File: config.mk
export PLATFORM = sky130hd
export DESIGN_NAME = uart_tx_fifo
export DESIGN_NICKNAME = d
export VERILOG_FILES = /design/src/rtl/uart_tx_fifo.sv
export SDC_FILE = /design/constraint.sdc
export NUM_CORES = 1
export LEC_CHECK = 0
export BUFFER_PORTS_ARGS = -buffer_cell sky130_fd_sc_hd__buf_2
export CAP_MARGIN = 20
export CORE_ASPECT_RATIO = 0.6
export CORE_MARGIN = 3
export CORE_UTILIZATION = 60
export CTS_CLUSTER_DIAMETER = 200
export CTS_CLUSTER_SIZE = 20
export DETAILED_ROUTE_END_ITERATION = 7
export PLACE_DENSITY = 0.79
export SYNTH_ARGS = -nofsm -noshare
export SYNTH_HDL_FRONTEND = slang
export SYNTH_SLANG_ARGS = --single-unit
export TNS_END_PERCENT = 100
File: constraint.sdc
create_clock -name clk_i -period 12.4 [get_ports clk_i]
set_clock_uncertainty 0.2 [all_clocks]
set_input_delay 1.24 -clock clk_i [delete_from_list [all_inputs] [get_ports clk_i]]
set_output_delay 1.24 -clock clk_i [all_outputs]
set_load 0.005 [all_outputs]
File: src/rtl/uart_tx_fifo.sv
// UART transmitter with a DEPTH-entry transmit FIFO and per-frame latched format.
// Optional parity support is compiled in with `define UART_TX_PARITY_EN.
module uart_tx_fifo #(
  parameter int DEPTH = 4,
  parameter int LVL_W = $clog2(DEPTH) + 1
) (
  input  logic             clk_i,
  input  logic             rst_i,
  input  logic             tx_en_i,
  input  logic [15:0]      clks_per_bit_i,
  input  logic [1:0]       data_bits_i,
  input  logic [1:0]       parity_i,
  input  logic             stop2_i,
  input  logic             in_valid_i,
  input  logic [7:0]       in_data_i,
  output logic             in_ready_o,
  output logic             tx_o,
  output logic             busy_o,
  output logic             done_o,
  output logic [LVL_W-1:0] level_o
);

  localparam int AW = $clog2(DEPTH);

  typedef enum logic [2:0] {
    IDLE   = 3'd0,
    START  = 3'd1,
    DATA   = 3'd2,
`ifdef UART_TX_PARITY_EN
    PARITY = 3'd4,
`endif
    STOP   = 3'd3
  } state_t;

  state_t           state, state_n;
  logic [7:0]       mem [DEPTH];
  logic [AW-1:0]    wptr, rptr;
  logic [LVL_W-1:0] level_n;
  logic [15:0]      cnt, cnt_n, n_lat;
  logic [2:0]       idx, idx_n, last_idx;
  logic             stop_idx, stop_idx_n;
  logic [1:0]       d_lat;
  logic             stop2_lat;
  logic [7:0]       shreg, data_n;
  logic             push, load, bit_end, frame_end, done_n, tx_n;

`ifdef UART_TX_PARITY_EN
  logic [1:0] par_lat;
  logic       par_en;

  function automatic logic parity_bit(input logic [7:0] d, input logic [1:0] dbits,
                                      input logic odd);
    logic [7:0] mask;
    mask = 8'hFF >> (2'd3 - dbits);
    return (^(d & mask)) ^ odd;
  endfunction

  assign par_en = (par_lat == 2'b01) || (par_lat == 2'b10);
`else
  logic unused_parity;
  assign unused_parity = ^parity_i;
`endif

  assign push      = in_valid_i && in_ready_o;
  assign bit_end   = (cnt == (n_lat - 16'd1));
  assign last_idx  = {1'b0, d_lat} + 3'd4;
  assign frame_end = (state == STOP) && bit_end && (!stop2_lat || stop_idx);
  // Load happens from IDLE or exactly at the end of the last stop bit, so frames chain gap-free.
  assign load      = tx_en_i && (level_o != '0) && ((state == IDLE) || frame_end);
  assign data_n    = load ? mem[rptr] : shreg;

  // FIFO occupancy bookkeeping
  always_comb begin
    level_n = level_o;
    case ({push, load})
      2'b10:   level_n = level_o + 1'b1;
      2'b01:   level_n = level_o - 1'b1;
      default: level_n = level_o;
    endcase
  end

  // Frame sequencer next-state and next-output logic
  always_comb begin
    state_n    = state;
    idx_n      = idx;
    stop_idx_n = stop_idx;
    done_n     = 1'b0;
    tx_n       = 1'b1;
    if (bit_end) begin
      cnt_n = 16'd0;
    end else begin
      cnt_n = cnt + 16'd1;
    end
    case (state)
      IDLE: begin
        cnt_n      = 16'd0;
        idx_n      = 3'd0;
        stop_idx_n = 1'b0;
        if (load) state_n = START;
        else      state_n = IDLE;
      end
      START: begin
        if (bit_end) begin
          state_n = DATA;
          idx_n   = 3'd0;
        end else begin
          state_n = START;
        end
      end
      DATA: begin
        if (bit_end && (idx == last_idx)) begin
          idx_n = 3'd0;
`ifdef UART_TX_PARITY_EN
          state_n = par_en ? PARITY : STOP;
`else
          state_n = STOP;
`endif
        end else if (bit_end) begin
          idx_n = idx + 3'd1;
        end else begin
          idx_n = idx;
        end
      end
`ifdef UART_TX_PARITY_EN
      PARITY: begin
        if (bit_end) state_n = STOP;
        else         state_n = PARITY;
      end
`endif
      STOP: begin
        if (frame_end) begin
          done_n     = 1'b1;
          stop_idx_n = 1'b0;
          state_n    = load ? START : IDLE;
        end else if (bit_end) begin
          stop_idx_n = 1'b1;
        end else begin
          stop_idx_n = stop_idx;
        end
      end
      default: begin
        state_n    = IDLE;
        cnt_n      = 16'd0;
        idx_n      = 3'd0;
        stop_idx_n = 1'b0;
      end
    endcase
    case (state_n)
      IDLE:    tx_n = 1'b1;
      START:   tx_n = 1'b0;
      DATA:    tx_n = data_n[idx_n];
`ifdef UART_TX_PARITY_EN
      PARITY:  tx_n = parity_bit(shreg, d_lat, par_lat[1]);
`endif
      STOP:    tx_n = 1'b1;
      default: tx_n = 1'b1;
    endcase
  end

  // FIFO storage, not reset
  always_ff @(posedge clk_i) begin
    if (push) mem[wptr] <= in_data_i;
  end

  // Sequencer, latched frame format, FIFO pointers and registered outputs
  always_ff @(posedge clk_i) begin
    if (rst_i) begin
      state      <= IDLE;
      cnt        <= 16'd0;
      idx        <= 3'd0;
      stop_idx   <= 1'b0;
      n_lat      <= 16'd1;
      d_lat      <= 2'd0;
      stop2_lat  <= 1'b0;
      shreg      <= 8'd0;
`ifdef UART_TX_PARITY_EN
      par_lat    <= 2'd0;
`endif
      wptr       <= '0;
      rptr       <= '0;
      level_o    <= '0;
      in_ready_o <= 1'b1;
      tx_o       <= 1'b1;
      busy_o     <= 1'b0;
      done_o     <= 1'b0;
    end else begin
      state      <= state_n;
      cnt        <= cnt_n;
      idx        <= idx_n;
      stop_idx   <= stop_idx_n;
      level_o    <= level_n;
      in_ready_o <= (level_n != LVL_W'(DEPTH));
      tx_o       <= tx_n;
      busy_o     <= (state_n != IDLE);
      done_o     <= done_n;
      if (push) wptr <= wptr + 1'b1;
      if (load) begin
        rptr      <= rptr + 1'b1;
        shreg     <= mem[rptr];
        n_lat     <= (clks_per_bit_i == 16'd0) ? 16'd1 : clks_per_bit_i;
        d_lat     <= data_bits_i;
        stop2_lat <= stop2_i;
`ifdef UART_TX_PARITY_EN
        par_lat   <= parity_i;
`endif
      end
    end
  end

endmodule

# After elaboration in Yosys (flattened, before gate mapping)
# Memory sizes are Yosys's and may differ from the RTL's. A register that Yosys moved wholly into a read port is not among the register bits.
# Cells that the tools add are included.
# word_totals
register_bits	61
ramBits	32
elab_cells	80
mem_count	1
# op_classes
addsub	8
n_lt_le_gt_ge	1
n_eq_ne	11
n_mux	23
bitwise	3
reduce_logical	18
# memory_table
memory	words	width	read_ports	rd_clocked_by_memory_dff	write_ports	line_no	source
mem	4	8	1	1	1	36	logic [7:0] mem [DEPTH];
# op_table
operator	count
16-bit by 1-bit adder with 16-bit output (second input constant)	1
16-bit equality test	1
16-bit logical NOT	1
16-bit two-way mux	1
16-bit by 1-bit subtractor with 16-bit output (second input constant)	1
3-bit two-way mux	5
3-bit case mux with 4 select lines	1
3-bit by 2-bit equality test with 1-bit output (second input constant)	3
3-bit case mux with 3 select lines	1
8-bit two-way mux	1
1-bit two-way mux	7
3-bit by 1-bit adder with 3-bit output (second input constant)	2
3-bit by 1-bit equality test with 1-bit output (second input constant)	2
1-bit logical AND	6
2-bit two-way mux	3
3-bit != test (second input constant)	2
3-bit case mux with 2 select lines	1
3-bit nonzero test	2
3-bit OR reduction	2
2-bit by 1-bit adder with 2-bit output (second input constant)	2
3-bit by 4-bit < comparator with 1-bit output (second input constant)	1
1-bit case mux with 2 select lines	2
2-bit OR reduction	2
2-bit by 3-bit adder with 3-bit output (second input constant)	1
other kinds (10)	13

# Logic depth before layout (Yosys ltp)
# depth
word_depth	11
depth_mapped	19

# Worst setup path before layout
# No wires, ideal clock.
# synth_timing
kind	reg-to-reg
start	register n_lat[0]
end	register in_ready_o
setup_time_ns	0.119
t_arrival_ns	3.950
required_ns	12.081
setup_slack_ns	8.131
path_stages_with_launch	19
n_path_buf	2
path_cell_list	dfxtp_1 -> buf_6 -> inv_1 -> ha_1 -> nor3b_4 -> a21oi_2 -> or4_4 -> a2111oi_2 -> o2111a_2 -> a31oi_4 -> inv_1 -> buf_2 -> ha_1 -> inv_1 -> fa_1 -> xor2_1 -> or3_1 -> a21oi_1 -> nand2_1
# synth_between
elab_chain_len	9
word_cells_on_any_way	10
cone_classes	add/sub: 1; eq/ne: 4; mux: 1; reduce/logical: 4
# synth_rtl
item	line_no	source
start, declared	39	logic [15:0] cnt, cnt_n, n_lat;
start signal, assigned	200	n_lat <= (clks_per_bit_i == 16'd0) ? 16'd1 : clks_per_bit_i;
16-bit by 1-bit subtractor with 16-bit output *	65	assign bit_end = (cnt == (n_lat - 16'd1));
16-bit equality test *	65	
1-bit logical AND * (2 in series)	67	assign frame_end = (state == STOP) && bit_end && (!stop2_lat || stop_idx);
1-bit logical OR *	69	assign load = tx_en_i && (level_o != '0) && ((state == IDLE) || frame_end);
1-bit logical AND *	69	
2-bit by 1-bit equality test with 1-bit output or 2-bit equality test (tied branches)	75	case ({push, load})
3-bit case mux with 2 select lines *	75	
3-bit != test *	192	in_ready_o <= (level_n != LVL_W'(DEPTH));
end signal, assigned	192	
end, declared	16	output logic in_ready_o,
# Mark *: on every way between the ends. The rest lies on a longest branch, timed or not.
# A chain may end at the register's enable or synchronous reset.

# Worst setup path in the final report
# layout_timing
start	register n_lat[0]
end	register tx_o
# layout_between
elab_chain_len	11
word_cells_on_any_way	22
cone_classes	add/sub: 1; eq/ne: 3; mux: 13; reduce/logical: 5
# layout_rtl
item	line_no	source
16-bit by 1-bit subtractor with 16-bit output *	65	
16-bit equality test *	65	
1-bit logical AND (2 in series)	67	
1-bit logical OR	69	
1-bit logical AND	69	
1-bit two-way mux	99, 134	
3-bit two-way mux	131	if (frame_end) begin
3-bit case mux with 4 select lines	94	case (state)
3-bit by 2-bit equality test with 1-bit output or 3-bit by 1-bit equality test with 1-bit output (tied branches)	148	case (state_n)
1-bit case mux with 2 select lines *	148	
end signal, assigned	193	tx_o <= tx_n;
end, declared	17	output logic tx_o,
# Mark *: on every way between the ends. The rest lies on a longest branch, timed or not. The select of a mux whose other input is x is not followed.

==> run_results.csv <==
group,metric,value,unit
yosys,post-synth-top-count-cell,"dfxtp_1",
routing,drc,0,
finish,fillers,567,
clock_tree,clock-sinks,95,
pwr,peakVddDrop,0.1032,mV
worst_setup_path,worstReg2RegEnd,"tx_o",
yosys,synth_area_leaders,"dfxtp_1 27%, edfxtp_1 21%, xnor2_1 4.7%",
clock_tree,cts-root-buf,"clkbuf_16",
global_route,grt_use_total,24.16,%
worst_setup_path,cp_max_fo,8,
worst_setup_path,required,12.43,ns
pwr,p_sw,0.2222,mW
pwr,leakagePower,1.882,nW
run,drv_cap,0,
pwr,comb_power_share,20.3,%
yosys,yosys_warnings,0,
routing,via_count,3619,
finish,area_growth_syn_to_layout,10.63,%
sta,rsz0062_at_grt,"false",
status,status,"complete, no violations",
clock_tree,cts_buffers,9,
clock_tree,clkLatencyLatePin,0.34,ns
global_route,antenna_found_initial,0,
pwr,powerDensity,149.4,nW/um2
sta,fin_crit,4.648,ns
worst_setup_path,cp-endpoint,"tx_o",
clock_tree,htree_levels,3,
worst_setup_path,r2r_start,"n_lat[0]",
yosys,synth_top_area_share,26.93,%
worst_setup_path,r2r_setup_slack,7.75,ns
placement,post-place-ws,7.866,ns
sta,setup_tns,0,ns
placement,dp_hpwl,7433,um
yosys,ys_async_sr_fraction,0,%
routing,wirelength,10350,um
finish,multi_input_area,2285,um2
clock_tree,path_clk_slew,0.06,ns
sta,hold_viol_final,0,
sta,period_share,37.48,%
yosys,yosys_most_used_dff,"dfxtp_1",
worst_setup_path,cp-start-kind,"flip-flop",
yosys,synth_common_cells,"63 x dfxtp_1, 57 x nand2_1, 54 x nor2_1",
worst_setup_path,crit_type,"reg2reg",
routing,drtIter0Drc,246,
yosys,ys_ff_latch,95,
worst_setup_path,worstPathArrival,4.68,ns
sta,max_freq,0.2152,GHz
worst_setup_path,crit_start,"n_lat[0]",
clock_tree,cts_resized,0,
global_route,grt_max_degree,37,
worst_setup_path,endpoint_kind,"flip-flop",
finish,nNetsFinal,546,
routing,drtAntennaViolNets,0,
placement,place_congestion,0.8492,
sta,finalSetupViolCount,0,
yosys,syn_area_per_cell,9.859,um2
pwr,p_sw_share,28.71,%
floorplanning,io_pins,40,
pwr,finalPower,0.7739,mW
worst_setup_path,rr_worst_depth,17,
finish,drive_gt1_share,14.96,%
floorplanning,dieArea,8936,um2
sta,setup_ws,7.752,ns
global_route,overflow,0,
floorplanning,dieWidth,120.1,um
clock_tree,cts_setup_buffers,0,
floorplanning,die_h,74.44,um
yosys,seq_area_frac_synth,47.45,%
yosys,yosysTopAreaCell,"dfxtp_1",
floorplanning,initial_core_util,63.14,%
routing,dr.pass1.iters,5,
yosys,synthDistinctLibCells,63,
yosys,synth-edff-count,32,
finish,antennaDiodeCount,0,
sta,tightestPinTransition,0.6994,ns
clock_tree,hold_buffers,0,
sta,slew_viol_final,0,
yosys,synth_fp_nets,518,
routing,wl_per_cell,16.91,um
clock_tree,clk_path_buf_depth,2,
global_route,grt_pass1_vias,3260,
floorplanning,core-area,7417,um2
global_route,grt_pass1_wl,16500,um
sta,relSlewSlack,53.37,%
placement,io_buffers,37,
finish,seq_area,2222,um2
hold_path,min_path_cells,2,
yosys,syn_area,4683,um2
pwr,p_seq_share,46.6,%
pwr,clkPwrFrac,33.1,%
routing,viasPerCell,5.913,
floorplanning,rows,24,
hold_path,hold_path.class,"reg2reg",
clock_tree,cts_tree,"done",
yosys,synth_cells,475,
pwr,p_int,0.5517,mW
per-layer routing:
layer / vias to the layer above / share of wire, % / GRT usage, %
met3: 11 / 9.4 / 6.611
met4: 0 / 0.79 / 6.726
li1: 1738 / - / -
met1: 1717 / 47 / 35.76
met2: 153 / 43 / 35.07
met5: - / 0 / 0
metrics by stage:
stage / util, % / hold WS [ns] / instances / instance area [um2]
after detailed placement: 66.03 / 0.2649 / 595 / 4897
after floorplan: - / 0.2450 / 475 / 4683
final: 69.85 / 0.2743 / 612 / 5181
after CTS: 69.75 / 0.2733 / 611 / 5174
after global routing: 69.85 / 0.3077 / 612 / 5181
after global placement: 66.03 / 0.2591 / 595 / 4897
worst min path at each step:
stage | start | to | slack [ns]
after floorplan | stop2_lat | stop2_lat | 0.24
after global placement | n_lat[15] | n_lat[15] | 0.26
after detailed placement | d_lat[0] | d_lat[0] | 0.26
after CTS | d_lat[0] | d_lat[0] | 0.27
after global routing | d_lat[0] | d_lat[0] | 0.31
final | stop2_lat | stop2_lat | 0.27
flip-flops by register name, summed over array words and instances, names as in the netlist, named ones only:
signal	count
rptr	2
shreg	8
d_lat	2
mem	32
wptr	2
stop_idx	1
cnt	16
done_o	1
n_lat	16
in_ready_o	1
idx	3
state	3
level_o	3
tx_o	1
busy_o	1
stop2_lat	1
cell families after synthesis:
family          count (synthesis)  share of synthesized area [%]
compound gates                 79                          11.84
xor+xnor                       40                          7.481
fa+ha+maj                      10                          2.832
buf+inv                        39                          3.767
flops                          95                          47.45
mux                            19                          6.225
other cells                     1                        0.08007
simple gates                  192                          20.33
layout by cell type, fill, tap and decap left out, types with 10 or more instances in the layout:
master | netlist | layout
xor2_1 | 15 | 15
edfxtp_1 | 32 | 32
nor2_1 | 54 | 54
nand3_1 | 16 | 16
xnor2_1 | 25 | 25
inv_1 | 16 | 16
a21oi_1 | 31 | 31
mux2i_1 | 10 | 10
buf_2 | 6 | 37
nand2_1 | 57 | 57
dfxtp_1 | 63 | 63
worst max-delay path: stages (launching register included):
cell       delay [ns]
dfxtp_1          0.44
inv_1            0.11
ha_1             0.29
nor3b_4          0.45
a21oi_2          0.10
or4_4            0.55
nor2_1           0.12
o211a_1          0.17
and2_1           0.22
inv_1            0.14
ha_1             0.31
nand2b_1         0.20
o21ai_0          0.29
o21ba_2          0.25
a21o_1           0.20
o221ai_1         0.20
o2111ai_1        0.15
o211a_1          0.14
layout make-up:
class / count / area share (%)
inverter: 16 / 1.159
tap: 104 / 2.511
clock inverter: 3 / 0.5071
clock buffer: 13 / 4.830
timing repair buffer: 40 / 4.009
sequential: 95 / 42.89
multi-input combinational: 341 / 44.10
power by group through the flow:
| stage | clock network [mW] | registers, mW | logic (mW) |
|---|---|---|---|
| floorplan | 0 | 0.357 | 0.124 |
| global placement | 0 | 0.366 | 0.149 |
| detailed placement | 0 | 0.367 | 0.153 |
| CTS | 0.259 | 0.361 | 0.154 |
| global route | 0.274 | 0.364 | 0.172 |
| finish | 0.256 | 0.361 | 0.157 |
Power figures use the tool's default switching activity.
